<file path="src/rtl/nl16_pkg.sv">
// Shared types and constants for the write-back arbiter and its skid buffer.
package nl16_pkg;

  localparam int unsigned NREG   = 16;
  localparam int unsigned DW     = 32;
  localparam int unsigned REG_AW = 4;

  // One write-back request: destination register and data.
  typedef struct packed {
    logic              valid;
    logic [REG_AW-1:0] addr;
    logic [DW-1:0]     data;
  } wb_req_t;

  // One-hot register select, all-zero when the request is not valid.
  function automatic logic [NREG-1:0] reg_onehot(input logic valid,
                                                 input logic [REG_AW-1:0] addr);
    logic [NREG-1:0] oh;
    oh = '0;
    if (valid) oh[addr] = 1'b1;
    return oh;
  endfunction

endpackage

</file>
<file path="src/rtl/wb_skid_fifo.sv">
// Circular skid buffer for port-B write requests; head is shown combinationally.
module wb_skid_fifo
  import nl16_pkg::*;
#(
  parameter int unsigned Depth = 2
) (
  input  logic    i_clk,
  input  logic    i_reset,
  input  logic    i_push,
  input  wb_req_t i_data,
  input  logic    i_pop,
  output wb_req_t o_head,
  output logic    o_full,
  output logic    o_empty
);

  localparam int unsigned PtrW = (Depth > 1) ? $clog2(Depth) : 1;
  localparam int unsigned CntW = $clog2(Depth + 1);

  wb_req_t         r_mem [Depth];
  logic [PtrW-1:0] r_wr_ptr;
  logic [PtrW-1:0] r_rd_ptr;
  logic [CntW-1:0] r_count;
  logic            w_push;
  logic            w_pop;

  // Pointers wrap modulo Depth, so non-power-of-two depths also work.
  function automatic logic [PtrW-1:0] ptr_inc(input logic [PtrW-1:0] p);
    return (p == PtrW'(Depth - 1)) ? '0 : p + PtrW'(1);
  endfunction

  assign o_full  = (r_count == CntW'(Depth));
  assign o_empty = (r_count == '0);
  assign w_pop   = i_pop & !o_empty;
  // A pop frees the head slot, so a push into a full buffer is fine in that cycle.
  assign w_push  = i_push & (!o_full | w_pop);
  assign o_head  = r_mem[r_rd_ptr];

  // Entry storage; contents are only meaningful while counted as occupied.
  always_ff @(posedge i_clk) begin
    if (w_push) r_mem[r_wr_ptr] <= i_data;
  end

  // Pointer and occupancy update.
  always_ff @(posedge i_clk) begin
    if (i_reset) begin
      r_wr_ptr <= '0;
      r_rd_ptr <= '0;
      r_count  <= '0;
    end else begin
      if (w_push) r_wr_ptr <= ptr_inc(r_wr_ptr);
      if (w_pop)  r_rd_ptr <= ptr_inc(r_rd_ptr);
      if (w_push && !w_pop)      r_count <= r_count + CntW'(1);
      else if (w_pop && !w_push) r_count <= r_count - CntW'(1);
    end
  end

endmodule

</file>
<file path="src/rtl/regbank_write_arbiter.sv">
// Write-back arbiter: merges ALU (A) and load (B) writes into the register bank's
// D/hold inputs, sequencing same-register collisions so the younger B lands last.
module regbank_write_arbiter
  import nl16_pkg::*;
#(
  parameter int unsigned BDEPTH = 2
) (
  input  logic                 i_clk,
  input  logic                 i_reset,
  input  logic                 i_a_valid,
  input  logic [REG_AW-1:0]    i_a_addr,
  input  logic [DW-1:0]        i_a_data,
  output logic                 o_a_ready,
  input  logic                 i_b_valid,
  input  logic [REG_AW-1:0]    i_b_addr,
  input  logic [DW-1:0]        i_b_data,
  output logic                 o_b_ready,
  input  logic                 i_hset_valid,
  input  logic [REG_AW-1:0]    i_hset_addr,
  input  logic [NREG*DW-1:0]   i_bank_q,
  input  logic [NREG-1:0]      i_bank_hold_q,
  output logic [NREG*DW-1:0]   o_bank_d,
  output logic [NREG-1:0]      o_bank_hold_d,
  output logic                 o_bank_en
);

  logic    r_live;
  wb_req_t r_s1_a;
  wb_req_t r_s1_b;

  logic    w_rst;
  logic    w_collide;
  logic    w_a_acc;
  logic    w_b_acc;
  wb_req_t w_b_req;
  wb_req_t w_s1_a_d;
  wb_req_t w_s1_b_d;
  logic    w_fifo_push;
  logic    w_fifo_pop;
  wb_req_t w_fifo_head;
  logic    w_fifo_full;
  logic    w_fifo_empty;
  logic [NREG-1:0] w_dec_a;
  logic [NREG-1:0] w_dec_b;
  logic [NREG-1:0] w_dec_set;
  logic [NREG-1:0] w_commit;

  // Reset values persist for the first cycle after Reset drops (r_live still low).
  assign w_rst     = i_reset | !r_live;
  assign w_collide = r_s1_a.valid & r_s1_b.valid & (r_s1_a.addr == r_s1_b.addr);

  // While B is held behind a collision, a new A to the same register would overtake it.
  assign o_a_ready = !w_rst & !(w_collide & (i_a_addr == r_s1_b.addr));
  assign o_b_ready = !w_rst & !w_fifo_full;
  assign w_a_acc   = i_a_valid & o_a_ready;
  assign w_b_acc   = i_b_valid & o_b_ready;

  assign w_b_req  = '{valid: 1'b1, addr: i_b_addr, data: i_b_data};
  assign w_s1_a_d = '{valid: w_a_acc, addr: i_a_addr, data: i_a_data};

  // B slot source: held B, else buffer head, else the new input directly.
  always_comb begin
    w_s1_b_d   = '0;
    w_fifo_pop = 1'b0;
    if (w_collide) begin
      w_s1_b_d = r_s1_b;
    end else if (!w_fifo_empty) begin
      w_s1_b_d   = w_fifo_head;
      w_fifo_pop = 1'b1;
    end else if (w_b_acc) begin
      w_s1_b_d = w_b_req;
    end
    w_fifo_push = w_b_acc & (w_collide | !w_fifo_empty);
  end

  wb_skid_fifo #(
    .Depth (BDEPTH)
  ) u_skid (
    .i_clk   (i_clk),
    .i_reset (i_reset),
    .i_push  (w_fifo_push),
    .i_data  (w_b_req),
    .i_pop   (w_fifo_pop),
    .o_head  (w_fifo_head),
    .o_full  (w_fifo_full),
    .o_empty (w_fifo_empty)
  );

  // Stage register S1 and the post-reset live flag.
  always_ff @(posedge i_clk) begin
    if (i_reset) begin
      r_live <= 1'b0;
      r_s1_a <= '0;
      r_s1_b <= '0;
    end else begin
      r_live <= 1'b1;
      r_s1_a <= w_s1_a_d;
      r_s1_b <= w_s1_b_d;
    end
  end

  assign w_dec_a   = reg_onehot(r_s1_a.valid, r_s1_a.addr);
  assign w_dec_b   = reg_onehot(r_s1_b.valid & !w_collide, r_s1_b.addr);
  assign w_dec_set = reg_onehot(i_hset_valid, i_hset_addr);
  assign w_commit  = w_dec_a | w_dec_b;

  // Per-register D mux (B over A over current value) and hold scoreboard.
  always_comb begin
    o_bank_d = i_bank_q;
    for (int i = 0; i < NREG; i++) begin
      if (w_dec_b[i])      o_bank_d[i*DW +: DW] = r_s1_b.data;
      else if (w_dec_a[i]) o_bank_d[i*DW +: DW] = r_s1_a.data;
    end
    // Set is ORed in last so a same-cycle set beats the commit's clear.
    o_bank_hold_d = (i_bank_hold_q & ~w_commit) | w_dec_set;
    o_bank_en     = (|w_commit) | (o_bank_hold_d != i_bank_hold_q);
    if (w_rst) begin
      o_bank_d      = '0;
      o_bank_hold_d = '0;
      o_bank_en     = 1'b1;
    end
  end

endmodule

</file>
<file path="config.mk">
export PLATFORM = sky130hd
export DESIGN_NAME = regbank_write_arbiter
export DESIGN_NICKNAME = d
export VERILOG_FILES = /design/src/rtl/nl16_pkg.sv /design/src/rtl/wb_skid_fifo.sv /design/src/rtl/regbank_write_arbiter.sv
export SDC_FILE = /design/constraint.sdc
export NUM_CORES = 1
export LEC_CHECK = 0
export ABC_AREA = 1
export CAP_MARGIN = 25
export CORE_AREA = 10 10 432 434
export CTS_CLUSTER_SIZE = 40
export DETAILED_ROUTE_END_ITERATION = 16
export DIE_AREA = 0 0 442 444
export GPL_TIMING_DRIVEN = 0
export PLACE_DENSITY = 0.35
export REMOVE_ABC_BUFFERS = 1
export SLEW_MARGIN = 20
export SYNTH_ARGS = -nofsm -noshare
export SYNTH_HDL_FRONTEND = slang
export SYNTH_SLANG_ARGS = --single-unit
</file>
<file path="constraint.sdc">
create_clock -name i_clk -period 3.6 [get_ports i_clk]
set_input_delay 0.54 -clock i_clk [delete_from_list [all_inputs] [get_ports i_clk]]
set_output_delay 0.54 -clock i_clk [all_outputs]
set_load 0.005 [all_outputs]
</file>
==> results by stage, run 1 <==
Critical path:
- The signal on the critical path passes through inv_2, nand2_1, nand2_1, nor2_2, nand3_4, buf_12, buf_12, nand3_4, buf_6, buf_16, buf_12, o21ai_0, a31oi_2, buf_2.
- The most numerous cell type found on the critical path is buf_12.
- The data required time at the worst endpoint is about 3 ns.
- The worst setup path category is flip-flop to output port.
- STA classifies the critical path endpoint as an output port.
- The arrival time at the worst endpoint is just over 3 ns.
- For this run, the slowest stage of the critical path takes 0.47 ns.
- The slack of the worst reg-to-reg path is between 0.6 and 0.7 ns.
- On the critical path, the stage with the largest delay is an instance of a31oi_2.
- The critical path ends at o_bank_d[32].
- Tracing the worst setup path back leads to its startpoint at r_s1_a[34]$_SDFF_PP0_.
- The critical path launch point type is a flip-flop.
- In this run the worst path has a maximum fanout of 10.
- The number of cells on the worst reg-to-reg path is 7.
- The worst flop-to-flop path endpoint is u_skid.r_mem[0][7]$_DFFE_PP_.
- The launch point of the worst reg-to-reg path is r_live$_DFF_P_.

Layout:
- The final standard cell count with taps included and fillers excluded is 6825.
- The leading cell type in the layout, fill and taps excluded is clkdlybuf4s50_1.
- The fraction of final layout cells with drive strength greater than 1 is 17.9%.
- The layout has slightly below 20000 filler cells.
- Compared with the post-synthesis result, the final layout area differs by 115%.
- The final standard cell area without fillers is 40500 um2.
- The library cells used most frequently in the layout, excluding fill and tap cells, are clkdlybuf4s50_1 (718), nand2_1 (459), o21ai_0 (361).
- The net count of the finished layout is about 5000.

Min path:
- The startpoint identified for the worst hold timing path is u_skid.r_rd_ptr$_SDFFE_PP0P_.
- The worst hold path belongs to the class flip-flop to flip-flop.

Timing:
- Timing would allow up to ~270 MHz.
- Clock skew on the completed layout was measured at slightly above 0.03 ns.
- The worst pin sits at a relative slew slack of between 10% and 20%.
- The number of max-slew violations in the final report is 0.
- Setup violations remaining at the end of the flow were counted as 2.
- Setup repair after global routing could not meet its margin everywhere.
- Across all setup checks in the final design, the least slack found is -0.0384 ns.
- The final-report hold violation count is 0.
- The final period utilization is 101%.
- For the pin with the worst max-slew slack, the measured transition is 1.22 ns.
- The minimum period implied by the final worst setup slack is between 3 and 4 ns.

Detailed routing:
- The average wire per cell in the routed design is around 47 um.
- The mean number of vias per cell is a little over 5.
- Once detail routing completed, the nets flagged for antenna violations numbered 0.
- The routed layout has 34700 vias.
- The detailed-route wire length is between 300000 and 400000 um.
- The number of optimization iterations in the first detailed-route pass is 6.
- In the routed design, unresolved DRC markers number 0.
- In this run, the number of DRC markers left after iteration 0 of detailed routing was around 4700.

Die:
- The standard-cell row count is approximately 160.
- From left edge to right edge, the die measures between 400 and 500 um.
- The placeable core region is 178000 um2.
- The die covers between 150000 and 200000 um2.
- The die is between 400 and 500 um tall.
- The number of top-level design ports is about 1100.
- The initial core utilization is between 10% and 20%.

Pwr:
- Power spread over the standard cell area amounts to between 200 and 300 nW/um2.
- VDD sags by at most 0.334 mV.
- For this design the static power due to leakage is approximately 16 nW.

Clocking:
- Clock tree synthesis inserted a total of 17 buffers.
- The maximum buffer depth of the clock tree is 2.
- After clock tree synthesis, the clock-pin slew on the worst setup and hold paths is 0.08 ns.
- The depth of the CTS H-tree is 4.
- The clock tree from TritonCTS is built.
- The clock net in this run drives a total of ~150 sinks.
- At the later pin of the worst-skew pair, clock insertion delay measures around 0.52 ns.
- CTS placed an instance of clkbuf_16 at the clock tree root.

Placement:
- The final estimated routing congestion in global placement is roughly 0.92.
- At the placement stage, the worst setup path has a slack of -1.86 ns.
- The post-placement cell area is roughly 34000 um2.
- The instance count after placement with tap cells included is 6390.
- The number of buffers added on ports is 1139.
- After legalization and detailed placement, the total HPWL measured 214000 um.

Synthesis:
- The Yosys step of the flow raised 0 warnings.
- The total of flip-flops plus latches after synthesis is ~150.
- Counting distinct cell types in the post-synthesis netlist gives 29.
- The synthesized area per cell is 5.81 um2.
- The post-synth design cell area is 18800 um2.
- The post-synthesis cell count is ~3200.
- The sequential share of the synthesized area is about 20%.

Status:
- The run finished, with violations left.
- The final reports fail on negative setup slack.

Global routing:
- The via count of the first global-routing pass was ~32000.
- The pin count of the biggest net entering global routing is 66.
- The first-pass GRT wire length is 390000 um.
- The all-layer global routing usage is a little under a third.
- After global routing the overflow that remains totals 0.
- The number of antenna violations at the first check in global routing is roughly 160.

Job:
- The number of max-cap violations is 0.
==> cells by family after synthesis <==
kind of cell	after synthesis	synth area share, %
AOI/OAI and AO/OA	1320	38.0
buffers and inverters	551	13.2
adders and majority gates	1	0.0665
and+or+nand+nor	1208	28.6
DFF	152	20.0
xor gates and xnor gates	5	0.233
==> flip-flops by register name, indices dropped and copies added, names as in the netlist, named ones only <==
signal	count
r_live	1
r_s1_a	37
r_s1_b	37
u_skid.r_count	2
u_skid.r_mem	72
u_skid.r_rd_ptr	1
u_skid.r_wr_ptr	1
==> cell type report <==
| class | count | area, um2 | share of cell area (%) |
|---|---|---|---|
| Timing Repair Buffer | 1519 | 17500 | 43.1 |
| Antenna cell | 100 | 250 | 0.617 |
| Inverter | 114 | 597 | 1.47 |
| Clock buffer | 19 | 454 | 1.12 |
| Clock inverter | 13 | 151 | 0.374 |
| Multi-Input combinational cell | 2545 | 14800 | 36.4 |
| Tap cell | 2355 | 2950 | 7.27 |
| Sequential cell | 152 | 3820 | 9.44 |
| Timing Repair inverter | 8 | 70.1 | 0.173 |
==> worst min-delay path by stage <==
| stage | endpoint | slack [ns] | cells past startpoint |
|---|---|---|---|
| after floorplan | flip-flop | 0.45 | 2 |
| after global placement | flip-flop | 0.46 | 2 |
| after detailed placement | flip-flop | 0.47 | 2 |
| after global routing | r_s1_a[1]$_SDFF_PP0_ | 0.48 | 2 |
| after CTS | r_s1_a[1]$_SDFF_PP0_ | 0.44 | 2 |
| final | flip-flop | 0.48 | 2 |
==> worst max-delay path: cells and delay by family, from the launching register on <==
| kind | cells | cell delay [ns] |
|---|---|---|
| buffers and inverters | 7 | 1.08 |
| and+or+nand+nor | 5 | 0.51 |
| DFF | 1 | 0.41 |
| AOI/OAI and AO/OA | 2 | 0.57 |
==> synthesized netlist by cell type (all sizes together) <==
library cell	number	share of area [%]
a31oi	389	13
edfxtp	72	11
nand3	249	7.0
nand4	164	5.5
buf	164	5.4
o21a	2	0.080
nor4	1	0.033
ha	1	0.066
a211oi	21	0.84
nand2	474	9.5
nor2	311	6.2
or2	2	0.066
inv	112	2.2
clkinv	2	0.040
a21oi	361	9.6
xor2	5	0.23
o21ai	547	15
nor3b	1	0.040
nand3b	6	0.24
dfxtp	80	8.5
clkbuf	273	5.4
==> stage by stage <==
stage	utilization (%)	TNS, ns	total power, W	hold slack, ns
4_1_cts	22.2	-0.415	0.0108	0.445
3_5_place_dp	18.9	-552.98	0.00777	0.468
6_report	22.8	-0.0625	0.0110	0.482
2_1_floorplan	-	-1973.98	0.00393	0.448
5_1_grt	22.8	-0.197	0.0112	0.478
3_3_place_gp	17.5	-8555.18	0.00723	0.455
==> layer usage <==
metal / global-route usage [%] / vias to the layer above / share of wire (%)
li1: - / 14100 / -
met1: 36.9 / 17600 / 40
met2: 48.0 / 2495 / 45
met3: 8.54 / 493 / 9.3
met4: 15.9 / 18 / 5.8
met5: 0.561 / - / 0.039
==> timing repair <==
item	CTS	global route
buffers inserted	200	41
pin swaps	78	13
setup endpoints to repair	566	220
cloned	57	8
hold buffers	0	0
resized for setup	869	180
==> power breakdown <==
group / total, W / internal [W] / leakage, nW / switching (W)
Sequential: 0.00305 / 0.00202 / 1.32 / 0.00103
Combinational: 0.00588 / 0.00233 / 14.6 / 0.00355
Clock: 0.00203 / 0.00103 / 0.301 / 0.00100
(Power assumes the default switching activity.)
==> run 2, diff against run 1 <==
--- a/config.mk
+++ b/config.mk
@@ -6,7 +6,7 @@
 export NUM_CORES = 1
 export LEC_CHECK = 0
 export ABC_AREA = 1
-export CAP_MARGIN = 25
+export CAP_MARGIN = 15
 export CORE_AREA = 10 10 432 434
 export CTS_CLUSTER_SIZE = 40
 export DETAILED_ROUTE_END_ITERATION = 16
==> constraint.sdc (replaced) <==
create_clock -name i_clk -period 3.4 [get_ports i_clk]
set_input_delay 0.51 -clock i_clk [delete_from_list [all_inputs] [get_ports i_clk]]
set_output_delay 0.51 -clock i_clk [all_outputs]
set_load 0.005 [all_outputs]
==> run 2 against run 1 <==
Against the previous run:
- the run still ends with negative setup slack left
- clock power rose by 5%
- total power rose by 7.9%
- first-iteration DRC count rose by 0.49%
- clock skew fell by 0.0038 ns
- clock-buffer cell count did not move
- setup slack improved by 0.019 ns
- critical path depth did not move
- hold slack got worse by 0.044 ns
- die area did not move
- critical endpoint is now o_bank_d[231]
- largest cell class unchanged
==> results by stage, run 2 (synthesized netlist as in run 1, its figures left out) <==
Job:
- The number of max-cap violations is 0.

Global routing:
- The pin count of the biggest net entering global routing is 66.
- The first-pass GRT wire length is roughly 410000 um.
- For this run, the total global-route usage over all layers was measured as between 30% and 40%.
- Summed over all layers, the global routing overflow is 0.
- The via count of the first global-routing pass is between 30000 and 40000.
- The number of antenna violations at the first check in global routing was 155.

Critical path:
- The critical path goes through inv_4, nand2_1, nand2_2, nor2_4, nand3_4, buf_12, buf_16, nand3_4, buf_12, buf_16, buf_12, o21ai_4, a31oi_4, buf_2.
- The critical path launch point type is a flip-flop.
- For the worst setup path, the data required time is roughly 2.9 ns.
- The arrival time at the worst endpoint is 2.91 ns.
- The worst setup path is of the flip-flop to output port kind.
- The cell count of the worst reg-to-reg path is 13.
- The endpoint identified for the worst register-to-register timing path is u_skid.r_mem[0][14]$_DFFE_PP_.
- Broken down by cell family, the worst path's largest delay share belongs to buffers and inverters.
- The worst-path maximum fanout is 7.
- STA classifies the critical path endpoint as an output port.
- The cell that appears most often on the critical path is buf_12.
- The launch point of the worst reg-to-reg path is r_s1_b[32]$_SDFFE_PP0N_.
- The cell type of the slowest stage on the worst timing path is dfxtp_4.
- For this run, the slowest stage of the critical path takes about 0.4 ns.
- The slack of the worst reg-to-reg path is roughly 0.19 ns.
- The number of buffers and inverters on the critical path is 7.

Layout:
- Counting flops per register, the top entry is u_skid.r_mem.
- The register with the most flip-flops in the layout has between 70 and 80 of them.
- After routing the design area is 42300 um2.
- The largest registers in the layout are u_skid.r_mem: 72 flops, r_s1_a: 37 flops, r_s1_b: 37 flops.
- The layout has about 20000 filler cells.
- The net total in the final layout is between 5000 and 6000.
- The final core area utilization is between 20% and 30%.
- The synthesis-to-layout area growth is 125%.
- Leaving out fill and tap cells, the most frequent cell in the layout is clkdlybuf4s50_1.
- The library cells used most frequently in the layout, excluding fill and tap cells, are clkdlybuf4s50_1 (616), nand2_1 (449), o21ai_0 (340).
- The fraction of final layout cells with drive strength greater than 1 is about a quarter.

Placement:
- The number of buffers added on ports is 1139.
- Summing all placed instances gives a cell area of 33600 um2.
- Detailed placement finished with a half-perimeter wire length of around 210000 um.
- The pre-CTS setup slack is -2.01 ns.
- The final estimated routing congestion in global placement is 0.925.

Min path:
- The origin of the worst min-delay path is i_reset.
- The path class of the tightest hold or removal check is input pin to flip-flop.
- The end point of the most critical hold path is r_s1_a[1]$_SDFF_PP0_.
- Along the worst hold path, the cell count comes to 2.

Clocking:
- TritonCTS built the clock tree.
- Clock tree synthesis inserted a total of 17 buffers.
- The cell chosen for the clock root is clkbuf_16.
- The maximum buffer depth of the clock tree is 2.
- The clock net sink count is roughly 150.
- The H-tree was split into 4 levels.
- After clock tree synthesis, the clock-pin slew on the worst setup and hold paths is approximately 0.1 ns.
- The number of hold buffers added after cts is 0.
- The source-to-sink clock delay at the later pin of the worst-skew pair is between 0.5 and 0.6 ns.

Detailed routing:
- The met3 wire length is roughly 32000 um.
- Routed signal wires occupy layers up through met5.
- Using the TritonRoute via totals, the vias-per-cell ratio works out to approximately 5.
- The routed design has around 330000 um of wire.
- The average wire per cell in the routed design is around 48 um.
- Detailed routing placed a total of approximately 150000 um of wire on met2.
- The number of optimization iterations in the first detailed-route pass is 7.
- After the first detailed-routing iteration, the DRC count stood at ~4800.
- For this run, design rule violations remaining after detail routing come to 0.
- Detailed routing inserted a total of around 36000 vias.
- Once detail routing completed, the nets flagged for antenna violations numbered 0.
- The detailed-routing wirelength on met1 is about 130000 um.

Timing:
- The achievable frequency is 292 MHz.
- The final period utilization is 101%.
- For the pin with the worst max-slew slack, the measured transition is approximately 1.3 ns.
- The clock tree skew after final layout is approximately 0.027 ns.
- Once routing completed, OpenROAD measured the worst setup slack at -0.0194 ns.
- The number of max-slew violations in the final report is 0.
- Setup repair after global routing could not meet its margin everywhere.
- The final-report hold violation count is 0.
- The routed design could run at a clock period as short as 3.42 ns.
- The number of failing setup endpoints in the final timing report is 4.
- In the final timing run, aggregate negative setup slack is -0.0555 ns.
- In this run the tightest slew margin relative to its limit is a little over a tenth.

Status:
- The flow ran to the end, but the final reports show violations.
- The checks that failed: negative setup slack.

Pwr:
- The internal portion of the total power is between 0.005 and 0.006 W.
- The total net switching power is around 0.0061 W.
- IR analysis of the VDD net gives a maximum drop of roughly 0.36 mV.
- The power share of the combinational group is a little over half.
- Total power for the finished layout comes to ~0.012 W.
- The part of the total power dissipated in the clock network is 18.1%.
- The power density of the placed cells is around 280 nW/um2.
- Of the total power, registers draw 29.2%.
- The static power due to leakage is approximately 17 nW.
- Net switching is about half of the power.

Die:
- approximately 1100 I/O pins were placed.
- The floorplan has roughly 160 rows.
- The initial core utilization is a little over a tenth.
- The die outline width is 442 um.
- Measured along the y axis, the die boundary spans between 400 and 500 um.
- The placeable core region is ~180000 um2.
- The floorplan step defined a die boundary enclosing roughly 200000 um2.
## run 2: area by class of cell
cell class                      count  area [um2]  share of cell area (%)
Timing Repair Buffer             1663       18800                    44.6
Multi-Input combinational cell   2546       15200                    35.9
Sequential cell                   152        3830                    9.05
Tap cell                         2355        2950                    6.97
Inverter                          114         579                    1.37
Clock buffer                       19         454                    1.07
Antenna cell                       89         223                   0.527
Clock inverter                     13         149                   0.352
Timing Repair inverter              8        75.1                   0.178
## run 2: worst reg2reg max path: stages, from the launching register on
cell	delay (ns)
dfxtp_4	0.40
inv_4	0.06
nand2_1	0.07
nand2_2	0.07
nor2_4	0.17
nand3_4	0.13
buf_12	0.18
buf_16	0.14
buf_4	0.20
buf_12	0.19
a21oi_1	0.29
inv_1	0.12
nor2_4	0.58
buf_12	0.28
## run 2: how the worst max path moves through the flow
stage / from / endpoint / slack [ns] / cells after the start
2_1_floorplan: r_s1_a[32]$_SDFF_PP0_ / o_bank_en / -4.18 / 7
3_3_place_gp: r_s1_a[32]$_SDFF_PP0_ / o_bank_d[13] / -19.27 / 5
3_5_place_dp: i_reset / o_bank_d[7] / -2.01 / 9
4_1_cts: r_s1_a[34]$_SDFF_PP0_ / o_bank_d[231] / -0.07 / 14
5_1_grt: r_s1_b[32]$_SDFFE_PP0N_ / o_bank_d[231] / -0.06 / 14
6_report: r_s1_b[32]$_SDFFE_PP0N_ / o_bank_d[231] / -0.02 / 14
## run 2: repair_timing
action | in CTS | in global routing
pin swaps | 108 | 28
setup buffers | 331 | 51
endpoints found under the setup margin | 593 | 312
hold endpoints to repair | 0 | 0
cloned | 81 | 6
resized for setup | 1542 | 315
## run 2: power by group through the flow
stage | Clock, W | Combinational (W) | Sequential (W)
6_report | 0.00214 | 0.00623 | 0.00345
3_5_place_dp | 0 | 0.00473 | 0.00344
5_1_grt | 0.00227 | 0.00645 | 0.00341
2_1_floorplan | 0 | 0.00156 | 0.00259
3_3_place_gp | 0 | 0.00426 | 0.00331
4_1_cts | 0.00224 | 0.00607 | 0.00336
## run 2: per-layer routing
layer / vias up / track usage, %
met3: 600 / 9.90
li1: 14300 / -
met1: 18300 / 38.6
met2: 2638 / 49.4
met4: 20 / 17.9
met5: - / 0
## run 2: metrics by stage
step,hold slack (ns),instances
3_3_place_gp,0.455,6294
5_1_grt,0.416,6944
3_5_place_dp,0.467,6384
4_1_cts,0.378,6824
6_report,0.438,6959
2_1_floorplan,0.448,2800
